## src/rtl/regfile_pkg.sv

```systemverilog
// Shared types and constants for the RV32E register file write path.
// Provides register-address legality for the 5-bit rd/rs fields.
package regfile_pkg;

  localparam int NUM_REGS   = 16;
  localparam int REG_ADDR_W = 4;
  localparam int RD_W       = 5;
  localparam int BIT_WIDTH  = 32;

  typedef logic [REG_ADDR_W-1:0] reg_addr_t;
  typedef logic [RD_W-1:0]       rd_field_t;
  typedef logic [BIT_WIDTH-1:0]  word_t;

  // RV32E has only x0..x15; bit 4 of the field must be clear
  function automatic logic rd_legal(rd_field_t rd);
    return !rd[RD_W-1];
  endfunction

endpackage

```

## src/rtl/rr_arbiter.sv

```systemverilog
// Combinational round-robin arbiter.
// Search starts at ptr and wraps modulo N; first active request wins.
module rr_arbiter #(
  parameter int N     = 3,
  parameter int IDX_W = (N > 1) ? $clog2(N) : 1
) (
  input  logic [N-1:0]     req,
  input  logic [IDX_W-1:0] ptr,
  output logic [N-1:0]     grant,
  output logic [IDX_W-1:0] grant_idx
);

  always_comb begin
    logic found;
    int   i;
    grant     = '0;
    grant_idx = '0;
    found     = 1'b0;
    for (int k = 0; k < N; k++) begin
      i = int'(ptr) + k;
      if (i >= N) i = i - N;
      if (!found && req[i]) begin
        found     = 1'b1;
        grant[i]  = 1'b1;
        grant_idx = IDX_W'(i);
      end
    end
  end

endmodule

```

## src/rtl/regfile_wb_arbiter.sv

```systemverilog
// Writeback arbiter for the RV32E regfile write port with a
// pending-write scoreboard for read-after-write hazard detection.
module regfile_wb_arbiter
  import regfile_pkg::*;
#(
  parameter int NUM_REQ   = 3,
  parameter int BIT_WIDTH = 32,
  parameter int NUM_REGS  = 16,
  parameter int RD_W      = 5
) (
  input  logic                         clk,
  input  logic                         rst,
  input  logic [NUM_REQ-1:0]           req_valid,
  output logic [NUM_REQ-1:0]           req_ready,
  input  logic [NUM_REQ*RD_W-1:0]      req_addr,
  input  logic [NUM_REQ*BIT_WIDTH-1:0] req_data,
  output logic                         rf_we,
  output logic [3:0]                   rf_waddr,
  output logic [BIT_WIDTH-1:0]         rf_wdata,
  input  logic                         claim_valid,
  input  logic [RD_W-1:0]              claim_addr,
  input  logic [RD_W-1:0]              rs_a,
  input  logic [RD_W-1:0]              rs_b,
  output logic                         hazard_a,
  output logic                         hazard_b,
  output logic [NUM_REGS-1:0]          busy,
  output logic                         err_illegal
);

  localparam int IDX_W = (NUM_REQ > 1) ? $clog2(NUM_REQ) : 1;

  logic [IDX_W-1:0]     rr_ptr;
  logic [IDX_W-1:0]     rr_ptr_nxt;
  logic [NUM_REQ-1:0]   grant;
  logic [IDX_W-1:0]     grant_idx;
  logic                 hs;
  rd_field_t            gaddr;
  logic [BIT_WIDTH-1:0] gdata;
  logic                 wr_ok;
  logic                 wr_err;
  logic                 claim_ok;
  logic                 claim_err;
  logic [NUM_REGS-1:0]  busy_nxt;

  rr_arbiter #(
    .N     (NUM_REQ),
    .IDX_W (IDX_W)
  ) u_arb (
    .req       (req_valid),
    .ptr       (rr_ptr),
    .grant     (grant),
    .grant_idx (grant_idx)
  );

  assign req_ready = grant;
  assign hs        = |grant;
  assign gaddr     = req_addr[int'(grant_idx)*RD_W +: RD_W];
  assign gdata     = req_data[int'(grant_idx)*BIT_WIDTH +: BIT_WIDTH];

  // x0 and out-of-range writes are accepted but never reach the regfile
  assign wr_ok  = hs && rd_legal(gaddr) && (gaddr != '0);
  assign wr_err = hs && !rd_legal(gaddr);

  assign claim_ok  = claim_valid && rd_legal(claim_addr)
                  && (claim_addr != '0);
  assign claim_err = claim_valid && (!rd_legal(claim_addr)
                  || (claim_ok && busy[claim_addr[3:0]]));

  always_comb begin
    rr_ptr_nxt = rr_ptr;
    if (hs) begin
      if (int'(grant_idx) == NUM_REQ - 1) rr_ptr_nxt = '0;
      else rr_ptr_nxt = grant_idx + 1'b1;
    end
  end

  // Clear first so a same-cycle claim of the same register wins
  always_comb begin
    busy_nxt = busy;
    if (rf_we) busy_nxt[rf_waddr] = 1'b0;
    if (claim_ok) busy_nxt[claim_addr[3:0]] = 1'b1;
  end

  always_ff @(posedge clk or posedge rst) begin
    if (rst) begin
      rr_ptr      <= '0;
      rf_we       <= 1'b0;
      rf_waddr    <= '0;
      rf_wdata    <= '0;
      busy        <= '0;
      err_illegal <= 1'b0;
    end else begin
      rr_ptr      <= rr_ptr_nxt;
      rf_we       <= wr_ok;
      busy        <= busy_nxt;
      err_illegal <= wr_err | claim_err;
      if (wr_ok) begin
        rf_waddr <= gaddr[3:0];
        rf_wdata <= gdata;
      end
    end
  end

  assign hazard_a = busy[rs_a[3:0]] && (rs_a != '0) && !rs_a[4];
  assign hazard_b = busy[rs_b[3:0]] && (rs_b != '0) && !rs_b[4];

endmodule

```

## config.mk

```make
export PLATFORM = sky130hd
export DESIGN_NAME = regfile_wb_arbiter
export DESIGN_NICKNAME = d
export VERILOG_FILES = /design/src/rtl/regfile_pkg.sv /design/src/rtl/rr_arbiter.sv /design/src/rtl/regfile_wb_arbiter.sv
export SDC_FILE = /design/constraint.sdc
export NUM_CORES = 1
export LEC_CHECK = 0
export BUFFER_PORTS_ARGS = -buffer_cell sky130_fd_sc_hd__buf_2
export CORE_ASPECT_RATIO = 1.25
export CORE_MARGIN = 3
export CORE_UTILIZATION = 47
export DETAILED_ROUTE_END_ITERATION = 8
export GPL_TIMING_DRIVEN = 0
export PLACE_DENSITY = 0.82
export SYNTH_ARGS = -nofsm -noshare
export SYNTH_HDL_FRONTEND = slang
export SYNTH_HIERARCHICAL = 1
export SYNTH_SLANG_ARGS = --single-unit
```

## constraint.sdc

```tcl
create_clock -name clk -period 3.9 [get_ports clk]
set_input_delay 0.78 -clock clk [delete_from_list [all_inputs] [get_ports clk]]
set_output_delay 0.78 -clock clk [all_outputs]
set_load 0.02 [all_outputs]
```

# Word level (Yosys, flattened, before mapping)
# Index checks and enable logic that the tools add are counted.
[totals]
out_inout_bits = 59
ff_bits = 56
inputBits = 132
[op_classes]
muxes = 39
n_addsub = 6
n_mul = 1
eq_ne = 1
n_reduce_logical = 30
bitwise_logic = 6
order_cmp = 15
n_shift = 2
[op_table]
columns = ["op", "count"]
rows = [
  ["greater-or-equal comparator 32 x 1 -> 1 bit (second input constant)", 3],
  ["< comparator 32 x 4 -> 1 bit (second input constant)", 3],
  ["two-way mux 32 bit", 3],
  ["indexed part select 96 x 8 -> 32 bit", 1],
  ["greater-or-equal comparator 32 x 3 -> 1 bit (second input constant)", 2],
  ["subtractor 32 x 3 -> 32 bit (second input constant)", 2],
  ["two-way mux 16 bit", 2],
  ["< comparator 4 x 5 -> 1 bit (second input constant)", 4],
  ["nonzero test 5 bit", 4],
  ["logical AND 1 bit", 18],
  ["AND 16 bit", 1],
  ["two-way mux 1 bit", 16],
  ["inverter 16 bit", 1],
  ["bitwise OR 16 bit", 1],
  ["indexed part select 15 x 6 -> 5 bit", 1],
  ["binary-select mux 1 bit (select 4 bit)", 3],
  ["two-way mux 3 bit", 3],
  ["demux 1 bit (select 4 bit)", 2],
  ["greater-or-equal comparator 4 x 1 -> 1 bit (second input constant)", 2],
  ["two-way mux 2 bit", 4],
  ["binary-select mux 1 bit (select 2 bit)", 3],
  ["demux 1 bit (select 2 bit)", 3],
  ["logical NOT 1 bit", 6],
  ["bitwise OR 3 bit", 2],
  ["other kinds (10)", 10],
]

# Logic depth before layout (Yosys ltp)
# Gate-level depths: netlist (run 1).
[depth]
depth_word = 17
depth_mapped = 13
mapped_depth_nobuf = 10

# Modules after synthesis
# Netlist (run 1), hierarchy kept.
[by_module_without_submodules]
columns = ["module", "cells_each", "instances", "area_per_inst_um2"]
rows = [
  ["regfile_wb_arbiter", 320, 1, 3529.6],
  ["rr_arbiter", 42, 1, 307.8],
]

# Least setup slack after synthesis (run 1)
# No wires, ideal clock.
[synth_timing]
path_kind = "register to register"
startpoint = "register rr_ptr[1]"
endpoint = "register rf_wdata[0]"
slack_ns = 0.821
stages_incl_launch_ff = 12
arrival_time_ns = 2.952
path_cell_list = "dfrtp_1 inv_1 ha_1 buf_8 mux2i_1 mux2i_2 o21ai_0 or3_1 o211ai_2 a41oi_4 buf_6 mux2_1"
[synth_between]
elab_cells_between_ends = 57
cone_classes = "5 x add/sub; 1 x mul; 9 x order compare; 2 x shift; 26 x mux; 2 x bitwise; 12 x reduce/logical"
[synth_rtl]
columns = ["item", "line_no", "rtl"]
rows = [
  ["start, declared", "regfile_wb_arbiter.sv:32", "logic [IDX_W-1:0] rr_ptr;"],
  ["start signal, assigned", "regfile_wb_arbiter.sv:93", "rr_ptr <= rr_ptr_nxt;"],
  ["branches (longest 11 deep; another with subtractor 32 x 3 -> 32 bit)", "-", ""],
  ["two-way mux 3 bit (*)", "rr_arbiter.sv:22", "if (!found && req[i]) begin"],
  ["net req_ready[1]", "regfile_wb_arbiter.sv:14", "output logic [NUM_REQ-1:0] req_ready,"],
  ["OR reduction 3 bit (*)", "regfile_wb_arbiter.sv:56", "assign hs = |grant;"],
  ["logical AND 1 bit (*) (2 in series)", "regfile_wb_arbiter.sv:61", "assign wr_ok = hs && rd_legal(gaddr) && (gaddr != '0);"],
  ["end signal, assigned", "regfile_wb_arbiter.sv:99", "rf_wdata <= gdata;"],
  ["end, declared", "regfile_wb_arbiter.sv:19", "output logic [BIT_WIDTH-1:0] rf_wdata,"],
]
# Mark *: on every way through the listed nets, which the timed path passes. The select of a mux whose other input is x is not followed.
# A chain may end at the register's enable or synchronous reset.

# Worst setup path in the final report (run 1)
[layout_timing]
startpoint = "register rr_ptr[0]"
endpoint = "register rf_wdata[14]"
[layout_between]
elab_chain_cells = 17
elab_cells_between_ends = 57
cone_classes = "5 x add/sub; 1 x mul; 9 x order compare; 2 x shift; 26 x mux; 2 x bitwise; 12 x reduce/logical"
[layout_rtl]
columns = ["item", "line_no", "rtl"]
rows = [
  ["branches (longest 11 deep; another with subtractor 32 x 3 -> 32 bit)", "-", ""],
  ["two-way mux 2 bit (*)", "rr_arbiter.sv:22", ""],
  ["net grant_idx[0]", "regfile_wb_arbiter.sv:35", "logic [IDX_W-1:0] grant_idx;"],
  ["branches (longest 5 deep; another with multiplier 2 x 3 -> 5 bit)", "-", ""],
]
# Marked as above.

==> flow_summary.toml, run 1 <==
[critical_path]
worstPathCellList = "inv_1, ha_1, buf_6, or3_1, a22o_1, o211ai_2, a21oi_2, buf_2, nand3b_1, o211ai_2, a41oi_4, buf_6, mux2_1"
r2r_setup_slack_ns = 0.62
path_buf_inv = 4
slowest_stage = "dfrtp_1"
path_delay_family = "compound AO/OA/AOI/OAI gates"
crit_fanout = 10
cp.required_ns = 4.09
slowest_delay_ns = 0.40
cp-start-kind = "flip-flop"
path_class = "reg -> reg"
end_kind = "flip-flop"
arrival_ns = 3.47

[clock_network]
clock-sinks = 56
clk_transition_reported_paths_ns = 0.10
htree_levels = 2
cts_buffers = 5
cts_resized = 0
post-cts-setup-buffers = 0
cts_tree = "done"
ctsLongestPathBuffers = 2
cts-root-buf = "clkbuf_8"
clkLatencyLatePin_ns = 0.31
ctsHoldBuffers = 0

[logic_synthesis]
synthesis.area_um2 = 3840
syn_nets = 498
synth_top_cells_by_area = "dfrtp_1, mux2i_1, mux2_1"
synth-edff-count = 0
yosys_warnings = 6
ys.flop_type = "dfrtp_1"
synth_area_per_cell_um2 = 10.6
ys_ff_latch = 56
ys_types = 46
netlist_instances = 362
async_reset_ff_share_pct = 100
synth_top_area_share_pct = 36.5
synth_top_cell_by_area = "dfrtp_1"
ys_seq_area_share_pct = 36.5

[power]
pwr-share-clk_pct = 6.6
seq_power_share_pct = 24.0
power_frac_comb_pct = 69.4
switchingPower_mw = 2.29
swShare_pct = 48.2
power.internal_mw = 2.46
power_mw = 4.75
peakVddDrop_v = 0.000686
powerDensity_nw_per_um2 = 949
leakagePower_nw = 2.28

[die]
dieArea_um2 = 9290
die_y_um = 107
die_x_um = 86.8
io_pins = 191
rows = 36
core-area_um2 = 7880
start_util_pct = 48.7

[status]
outcome = "completed"

[timing]
layout_min_cycle_time_ns = 3.28
slew_headroom_pct = 57.1
skew_ns = 0.0118
timing.fmax_ghz = 0.305
final-setup-viol-count = 0
worst_pin_slew_ns = 0.643
worst_slack_ns = 0.622
period_share_pct = 84.0
setup_tns_ns = 0
final_hold_viol_count = 0
slew_violations = 0
rsz0062_at_grt = "false"

[grt]
grt_pass1_vias = 3803
grt_antenna_before_repair = 0
track_usage_pct = 24.5
grt_pass1_wl_um = 18200
grt_max_degree = 30
gr-total-overflow = 0

[place]
portBuffers = 187
routabilityCongestion = 0.854
dp_hpwl_um = 9390
dpl.cell_count = 645
place_ws_ns = 0.594

[final_layout]
multiInputGateArea_um2 = 2270
final_core_util_pct = 63.4
layout-drive-gt1-share_pct = 41.8
diodes = 0
regArea_um2 = 1400
syn2layout_area_growth_pct = 30.3
fin_cells = 653
final.fill_count = 682
nNetsFinal = 693

[drt]
drt-initial-drc-count = 235
drtPass1Iterations = 4
avgViaCountPerCell = 5.77
drtAntennaViolNets = 0
vias = 3765
wire_per_inst_um = 17.6
wl_um = 11500
drc = 0

[worst_hold_path]
hold_path.class = "reg -> reg"

[run]
drv_cap = 0
[cells by family (layout without fill, tap and decap cells)]
family,after synthesis,count (layout),share of synthesized area (%)
buffers and inverters,31,227,4.37
AND/OR/NAND/NOR,81,81,13.4
flip-flops,56,56,36.5
AO/OA/AOI/OAI,100,100,16.5
multiplexers,90,90,27.9
adder cells (fa/ha/maj),4,4,1.30
[power by group through the flow]
stage / combinational [mW] / sequential (mW) / clock [mW]
finish: 3.29 / 1.14 / 0.316
global route: 3.58 / 1.18 / 0.344
CTS: 3.30 / 1.13 / 0.321
detailed placement: 3.30 / 1.14 / 0
global placement: 3.19 / 1.13 / 0
floorplan: 2.09 / 1.43 / 0
[Yosys cell counts (3+ instances only)]
| master | number |
|---|---|
| nand3b_1 | 37 |
| inv_1 | 5 |
| clkbuf_1 | 12 |
| nand2_1 | 18 |
| o21ai_0 | 60 |
| o31ai_1 | 3 |
| mux4_2 | 10 |
| a31oi_1 | 3 |
| a2bb2oi_2 | 4 |
| nand2b_1 | 5 |
| mux2i_1 | 47 |
| mux2_2 | 3 |
| or3_1 | 3 |
| nor2b_1 | 3 |
| o21ai_1 | 9 |
| buf_2 | 5 |
| ha_1 | 4 |
| buf_6 | 4 |
| dfrtp_1 | 56 |
| nand3_1 | 5 |
| o21a_1 | 3 |
| a21oi_1 | 3 |
| mux2_1 | 29 |
[placed cells by master, fill, tap and decap left out, drive strengths merged, types with 2 or more instances in the layout]
cell type  instances
a21oi              4
a22oi              2
a2bb2oi            4
a31oi              3
buf              200
clkbuf            17
clkinv             3
dfrtp             56
ha                 4
inv                7
mux2              32
mux2i             48
mux4              10
nand2             18
nand2b             5
nand3              5
nand3b            37
nand4b             2
nor2b              3
nor3               2
o211ai             3
o21a               3
o21ai             69
o221ai             2
o22ai              2
o31ai              3
or2                2
or3                3
[sequential cells by signal (all words and copies together), names as in the netlist]
name,cells
rf_we,1
err_illegal,1
rf_waddr,4
busy,16
rr_ptr,2
rf_wdata,32
[path summary, 6_finish.rpt]
path,startpoint,endpoint,cells after the start
hold reg to reg,rf_wdata[24],rf_wdata[24],1
hold / removal,rf_wdata[24],rf_wdata[24],1
max in group asynchronous,rst,rf_wdata[18],3
min in group asynchronous,rst,busy[0],2
setup reg to reg,rr_ptr[0],rf_wdata[14],13
setup / recovery,rr_ptr[0],rf_wdata[14],13
[layer usage]
metal | vias to the layer above | wire length (µm) | part of all wire [%] | global-route usage (%)
li1 | 1760 | - | - | -
met1 | 1826 | 4430 | 38 | 29.2
met2 | 163 | 6140 | 53 | 44.6
met3 | 16 | 747 | 6.5 | 4.61
met4 | 0 | 184 | 1.6 | 6.24
met5 | - | 0 | 0 | 0
[final cells by class]
type	count	share of cell area (%)
inverters	7	0.526
flip-flops and latches	56	28.0
repair buffers	188	19.1
well taps	95	2.38
plain buffers	24	2.83
clock inverters	3	0.375
clock buffers	5	1.38
multi-input cells	275	45.4
[metrics by stage]
stage | hold WS, ns | area [µm²]
after floorplan | 0.490 | 3840
after global placement | 0.464 | 4890
after detailed placement | 0.471 | 4910
after CTS | 0.492 | 5000
after global routing | 0.511 | 5000
final | 0.488 | 5000
Power figures use the tool's default switching activity.
==> run 2, diff against run 1 <==
==> constraint.sdc (replaced) <==
create_clock -name clk -period 3.35 [get_ports clk]
set_input_delay 0.67 -clock clk [delete_from_list [all_inputs] [get_ports clk]]
set_output_delay 0.67 -clock clk [all_outputs]
set_load 0.02 [all_outputs]
==> run 2 against run 1 <==
Net effect:
- worst setup slack lost 0.43 ns
- global-route usage is the same
- clock power grew 16%
- sequential power is 17% higher
- design area up 1.5%
- clock skew is 0.00086 ns lower
- critical path depth unchanged
- combinational power is 22% higher
- sequential share of layout area decreased by 0.42 points
- register-to-register slack worse by 0.43 ns
- critical endpoint unchanged
- largest cell class unchanged
- largest power group unchanged
==> flow_summary.toml, run 2 (synthesis gave the netlist of run 1 again) <==
[die]
die_y_um = 107
dieArea_um2 = 9290
start_util_pct = 48.7
rows = 36
io_pins = 191
die_x_um = 86.8
core-area_um2 = 7880

[critical_path]
path_buf_inv = 4
path_class = "reg -> reg"
reg2reg_depth = 13
worstPathCellList = "inv_1, ha_1, buf_6, or3_1, a22o_1, o211ai_2, a21oi_2, buf_4, nand3b_1, o211ai_4, a41oi_4, buf_6, mux2_1"
slowest_stage = "dfrtp_1"
path_delay_family = "compound AO/OA/AOI/OAI gates"
worst-path-stages = 13
cpMostUsedCell = "buf_6"
end_kind = "flip-flop"
arrival_ns = 3.35
cp.required_ns = 3.54
slowest_delay_ns = 0.40
cp-start-kind = "flip-flop"
crit_fanout = 10

[drt]
avgViaCountPerCell = 5.79
drtPass1Iterations = 4
vias = 3795
drc = 0
wire_per_inst_um = 17.7
drtAntennaViolNets = 0
wl_um = 11600
drt-initial-drc-count = 229

[clock_network]
cts-root-buf = "clkbuf_8"
ctsLongestPathBuffers = 2
clkLatencyLatePin_ns = 0.31
htree_levels = 2
cts_buffers = 5
clk_transition_reported_paths_ns = 0.10
clock-sinks = 56
cts_tree = "done"

[timing]
period_share_pct = 94.2
rsz0062_at_grt = "false"
timing.fmax_ghz = 0.317
worst_pin_slew_ns = 0.641
skew_ns = 0.0109
slew_headroom_pct = 57.2
final_hold_viol_count = 0
layout_min_cycle_time_ns = 3.16
hold_slack_ns = 0.432
slew_violations = 0
setup_tns_ns = 0
worst_slack_ns = 0.193
final-setup-viol-count = 0

[grt]
track_usage_pct = 24.5
grt_pass1_vias = 3803
grt_pass1_wl_um = 18200
grt_max_degree = 30
gr-total-overflow = 0
grt_antenna_before_repair = 0

[final_layout]
final_common_cell = "buf_2"
top_regs = "rf_wdata x32, busy x16, rf_waddr x4"
final_area_um2 = 5080
syn2layout_area_growth_pct = 32.3
layout-drive-gt1-share_pct = 42.3
final_cell_mix = "buf_2, o21ai_0, dfrtp_1, mux2i_1, nand3b_1"
nNetsFinal = 695
regMostFlops = "rf_wdata"
largest_register_ffs = 32
diodes = 0

[worst_hold_path]
hold_path.class = "in -> async"

[status]
outcome = "completed"

[power]
leakagePower_nw = 2.31
powerDensity_nw_per_um2 = 1120
peakVddDrop_v = 0.000855

[place]
dp_hpwl_um = 9390
portBuffers = 187
routabilityCongestion = 0.854
placed_cell_area_um2 = 4910
place_ws_ns = 0.0978

[run]
drv_cap = 0
-- run 2: layer usage --
metal	global-route usage, %	share of wire [%]
met4	6.24	1.7
met1	29.2	38
met5	0	0
met2	44.6	53
met3	4.61	7.5
-- run 2: path summary, 6_finish.rpt --
path | startpoint | endpoint | slack (ns)
setup / recovery | rr_ptr[0] | rf_wdata[14] | 0.19
hold / removal | rst | busy[0] | 0.43
setup reg to reg | rr_ptr[0] | rf_wdata[14] | 0.19
hold reg to reg | rf_wdata[24] | rf_wdata[24] | 0.49
max in group asynchronous | rst | rf_wdata[18] | 2.34
min in group clk | rf_wdata[24] | rf_wdata[24] | 0.49
-- run 2: timing repair --
action | CTS | global route
resized for setup | 0 | 10
buffers inserted | 0 | 2
hold buffers | 0 | 0
setup endpoints to repair | 0 | 32
-- run 2: power by group --
group,internal [mW],switching [mW],total [mW]
sequential,1.04,0.287,1.33
clock,0.146,0.219,0.366
combinational,1.79,2.21,4.01
-- run 2: cell type report --
class                   count  area (µm²)
clock buffers               5        68.8
fillers                   668        2810
plain buffers              24         145
flip-flops and latches     56        1400
clock inverters             3        18.8
multi-input cells         275        2330
repair buffers            190         971
well taps                  95         119
inverters                   7        26.3
-- run 2: worst register-to-register path: cells and delay by family (launching register included) --
family,cells,cell delay [ns]
multiplexers,1,0.35
AND/OR/NAND/NOR,2,0.54
flip-flops,1,0.40
buffers and inverters,4,0.63
adder cells (fa/ha/maj),1,0.31
AO/OA/AOI/OAI,5,0.83
-- run 2: per-stage QoR --
step,utilization [%],instances,power (mW)
floorplan,-,362,4.10
global placement,62.1,644,5.03
detailed placement,62.3,645,5.17
CTS,63.4,653,5.54
global route,64.4,655,6.13
finish,64.4,655,5.70
==> run 3, diff against run 2 <==
--- a/config.mk
+++ b/config.mk
@@ -5,12 +5,12 @@
 export SDC_FILE = /design/constraint.sdc
 export NUM_CORES = 1
 export LEC_CHECK = 0
+export ABC_AREA = 1
 export BUFFER_PORTS_ARGS = -buffer_cell sky130_fd_sc_hd__buf_2
 export CORE_ASPECT_RATIO = 1.25
 export CORE_MARGIN = 3
 export CORE_UTILIZATION = 47
 export DETAILED_ROUTE_END_ITERATION = 8
-export GPL_TIMING_DRIVEN = 0
 export PLACE_DENSITY = 0.82
 export SYNTH_ARGS = -nofsm -noshare
 export SYNTH_HDL_FRONTEND = slang
==> run 3 against run 2 <==
Net effect:
- clock skew decreased by 0.0011 ns
- maximum frequency increased by 3.3%
- global-route usage increased by 1.1 points
==> flow_summary.toml, run 3 <==
[clock_network]
htree_levels = 2
cts-root-buf = "clkbuf_8"
ctsHoldBuffers = 0
ctsLongestPathBuffers = 2
cts_tree = "done"
clkLatencyLatePin_ns = 0.31
cts_buffers = 5
clock-sinks = 56
clk_transition_reported_paths_ns = 0.11

[die]
rows = 36
start_util_pct = 48.6
dieArea_um2 = 9230
die_x_um = 86.5
core-area_um2 = 7840
io_pins = 191
die_y_um = 107

[logic_synthesis]
synthesis.area_um2 = 3810
netlist_instances = 586
yosysMostFrequentCell = "nand2_1"
ys_seq_area_share_pct = 36.8
syn_nets = 722
synth-edff-count = 0
async_reset_ff_share_pct = 100
yosys_warnings = 6
synth_common_cells = "nand2_1, nand3_1, dfrtp_1, inv_1, o21ai_0"
synth_area_per_cell_um2 = 6.50
ys.flop_type = "dfrtp_1"
synth_top_cells_by_area = "dfrtp_1, nand2_1, nand3_1"
synth_top_cell_by_area = "dfrtp_1"
synth_top_area_share_pct = 36.8
ys_ff_latch = 56
ys_types = 30

[final_layout]
regArea_um2 = 1400
regMostFlops = "rf_wdata"
final_cell_mix = "nand2_1, buf_2, nand3_1, dfrtp_1, inv_1"
diodes = 0
final_area_um2 = 4890
syn2layout_area_growth_pct = 28.4
fin_cells = 861
final.fill_count = 756
largest_register_ffs = 32
nNetsFinal = 901
layout-drive-gt1-share_pct = 30.2
multiInputGateArea_um2 = 2110
final_common_cell = "nand2_1"
top_regs = "rf_wdata x32, busy x16, rf_waddr x4"

[status]
outcome = "completed"

[timing]
timing.fmax_ghz = 0.327
rsz0062_at_grt = "false"
period_share_pct = 91.2
setup_tns_ns = 0
worst_pin_slew_ns = 0.709
final-setup-viol-count = 0
slew_headroom_pct = 52.5
layout_min_cycle_time_ns = 3.06
skew_ns = 0.00977
final_hold_viol_count = 0
slew_violations = 0

[drt]
avgViaCountPerCell = 5.33
drtPass1Iterations = 5
vias = 4591
drt-initial-drc-count = 263
wire_per_inst_um = 14.2
drtAntennaViolNets = 0
drc = 0
wl_um = 12200

[grt]
gr-total-overflow = 0
grt_pass1_wl_um = 19300
grt_pass1_vias = 4209
track_usage_pct = 25.6
grt_antenna_before_repair = 0
grt_max_degree = 38

[place]
dp_hpwl_um = 9840
portBuffers = 190
placed_cell_area_um2 = 4780
routabilityCongestion = 0.959
dpl.cell_count = 852

[critical_path]
crit_fanout = 37
arrival_ns = 3.26
cp-start-kind = "flip-flop"
cp.required_ns = 3.55
end_kind = "flip-flop"
path_class = "reg -> reg"

[power]
leakagePower_nw = 2.86
peakVddDrop_v = 0.000863
powerDensity_nw_per_um2 = 1200

[run]
drv_cap = 0

[worst_hold_path]
hold_path.class = "in -> async"
## run 3: cell count changes after synthesis, moves of 36 or more
cell / previous run / this run
mux2i_1: 47 / 0
o21ai_0: 60 / 19
nand2_1: 18 / 270
nand3_1: 5 / 104
nand3b_1: 37 / 1
inv_1: 5 / 44
## run 3: logic make-up (layout without fill, tap and decap cells)
group	Yosys count	count (layout)	synth area share, %
adders and majority gates	4	4	1.31
DFF	56	56	36.8
buffers and inverters	74	253	8.60
AOI/OAI and AO/OA	47	47	6.96
and+or+nand+nor	405	406	46.4
## run 3: final cells by class
cell class | count | area share [%]
tap | 95 | 2.43
clock inverter | 3 | 0.460
clock buffer | 5 | 1.41
timing repair buffer | 195 | 20.2
multi-input combinational | 457 | 43.0
inverter | 50 | 3.84
sequential | 56 | 28.6
## run 3: per-stage QoR
step / util (%) / hold slack, ns / setup WS [ns] / power (mW)
global route: 62.4 / 0.425 / 0.0185 / 6.41
detailed placement: 61.0 / 0.453 / 0.295 / 5.39
floorplan: - / 0.499 / 0.984 / 4.47
global placement: 61.0 / 0.450 / 0.410 / 5.28
CTS: 62.2 / 0.410 / 0.284 / 5.76
finish: 62.4 / 0.389 / 0.293 / 5.85
## run 3: worst max-delay path, cell delays in order, from the launching register on
cell and delay [ns]:
dfrtp_1 0.41, inv_1 0.08, ha_1 0.36, inv_2 0.09
nand2_1 0.05, nand3_1 0.05, nand2_1 0.12, inv_2 0.09
nand4_1 0.12, nand2_1 0.21, inv_1 0.11, nor2_4 0.22
nand2_1 0.08, nand3_1 0.13, nor2_2 0.07, nand2_4 0.24
nand2_4 0.30, nand2_1 0.14, nand2_1 0.06
## run 3: timing repair
action,in CTS,in global routing
buffers inserted,0,0
setup endpoints to repair,0,35
gates resized for setup,0,2
## run 3: routing by layer
| layer | vias up | track usage (%) | wire length, µm |
|---|---|---|---|
| met5 | - | 0 | 0 |
| met1 | 2077 | 31.1 | 4610 |
| met4 | 0 | 10.7 | 470 |
| met2 | 239 | 44.1 | 6170 |
| li1 | 2235 | - | - |
| met3 | 40 | 4.46 | 953 |
## run 3: worst paths after layout
kind | start | to | slack, ns | depth (start not counted)
min in group clk | rf_wdata[31] | rf_wdata[31] | 0.48 | 2
worst max register to register | rr_ptr[0] | rf_waddr[2] | 0.29 | 18
worst min-delay path | rst | rf_wdata[1] | 0.39 | 2
max in group asynchronous | rst | busy[11] | 2.17 | 3
worst min register to register | rf_wdata[31] | rf_wdata[31] | 0.48 | 2
worst max-delay path | rr_ptr[0] | rf_waddr[2] | 0.29 | 18
## run 3: power breakdown
group          leakage, nW  total [mW]  switching, mW  internal, mW
Clock               0.0485       0.378          0.227         0.150
Combinational         2.14        4.15           2.86          1.29
Sequential           0.678        1.32          0.283          1.04
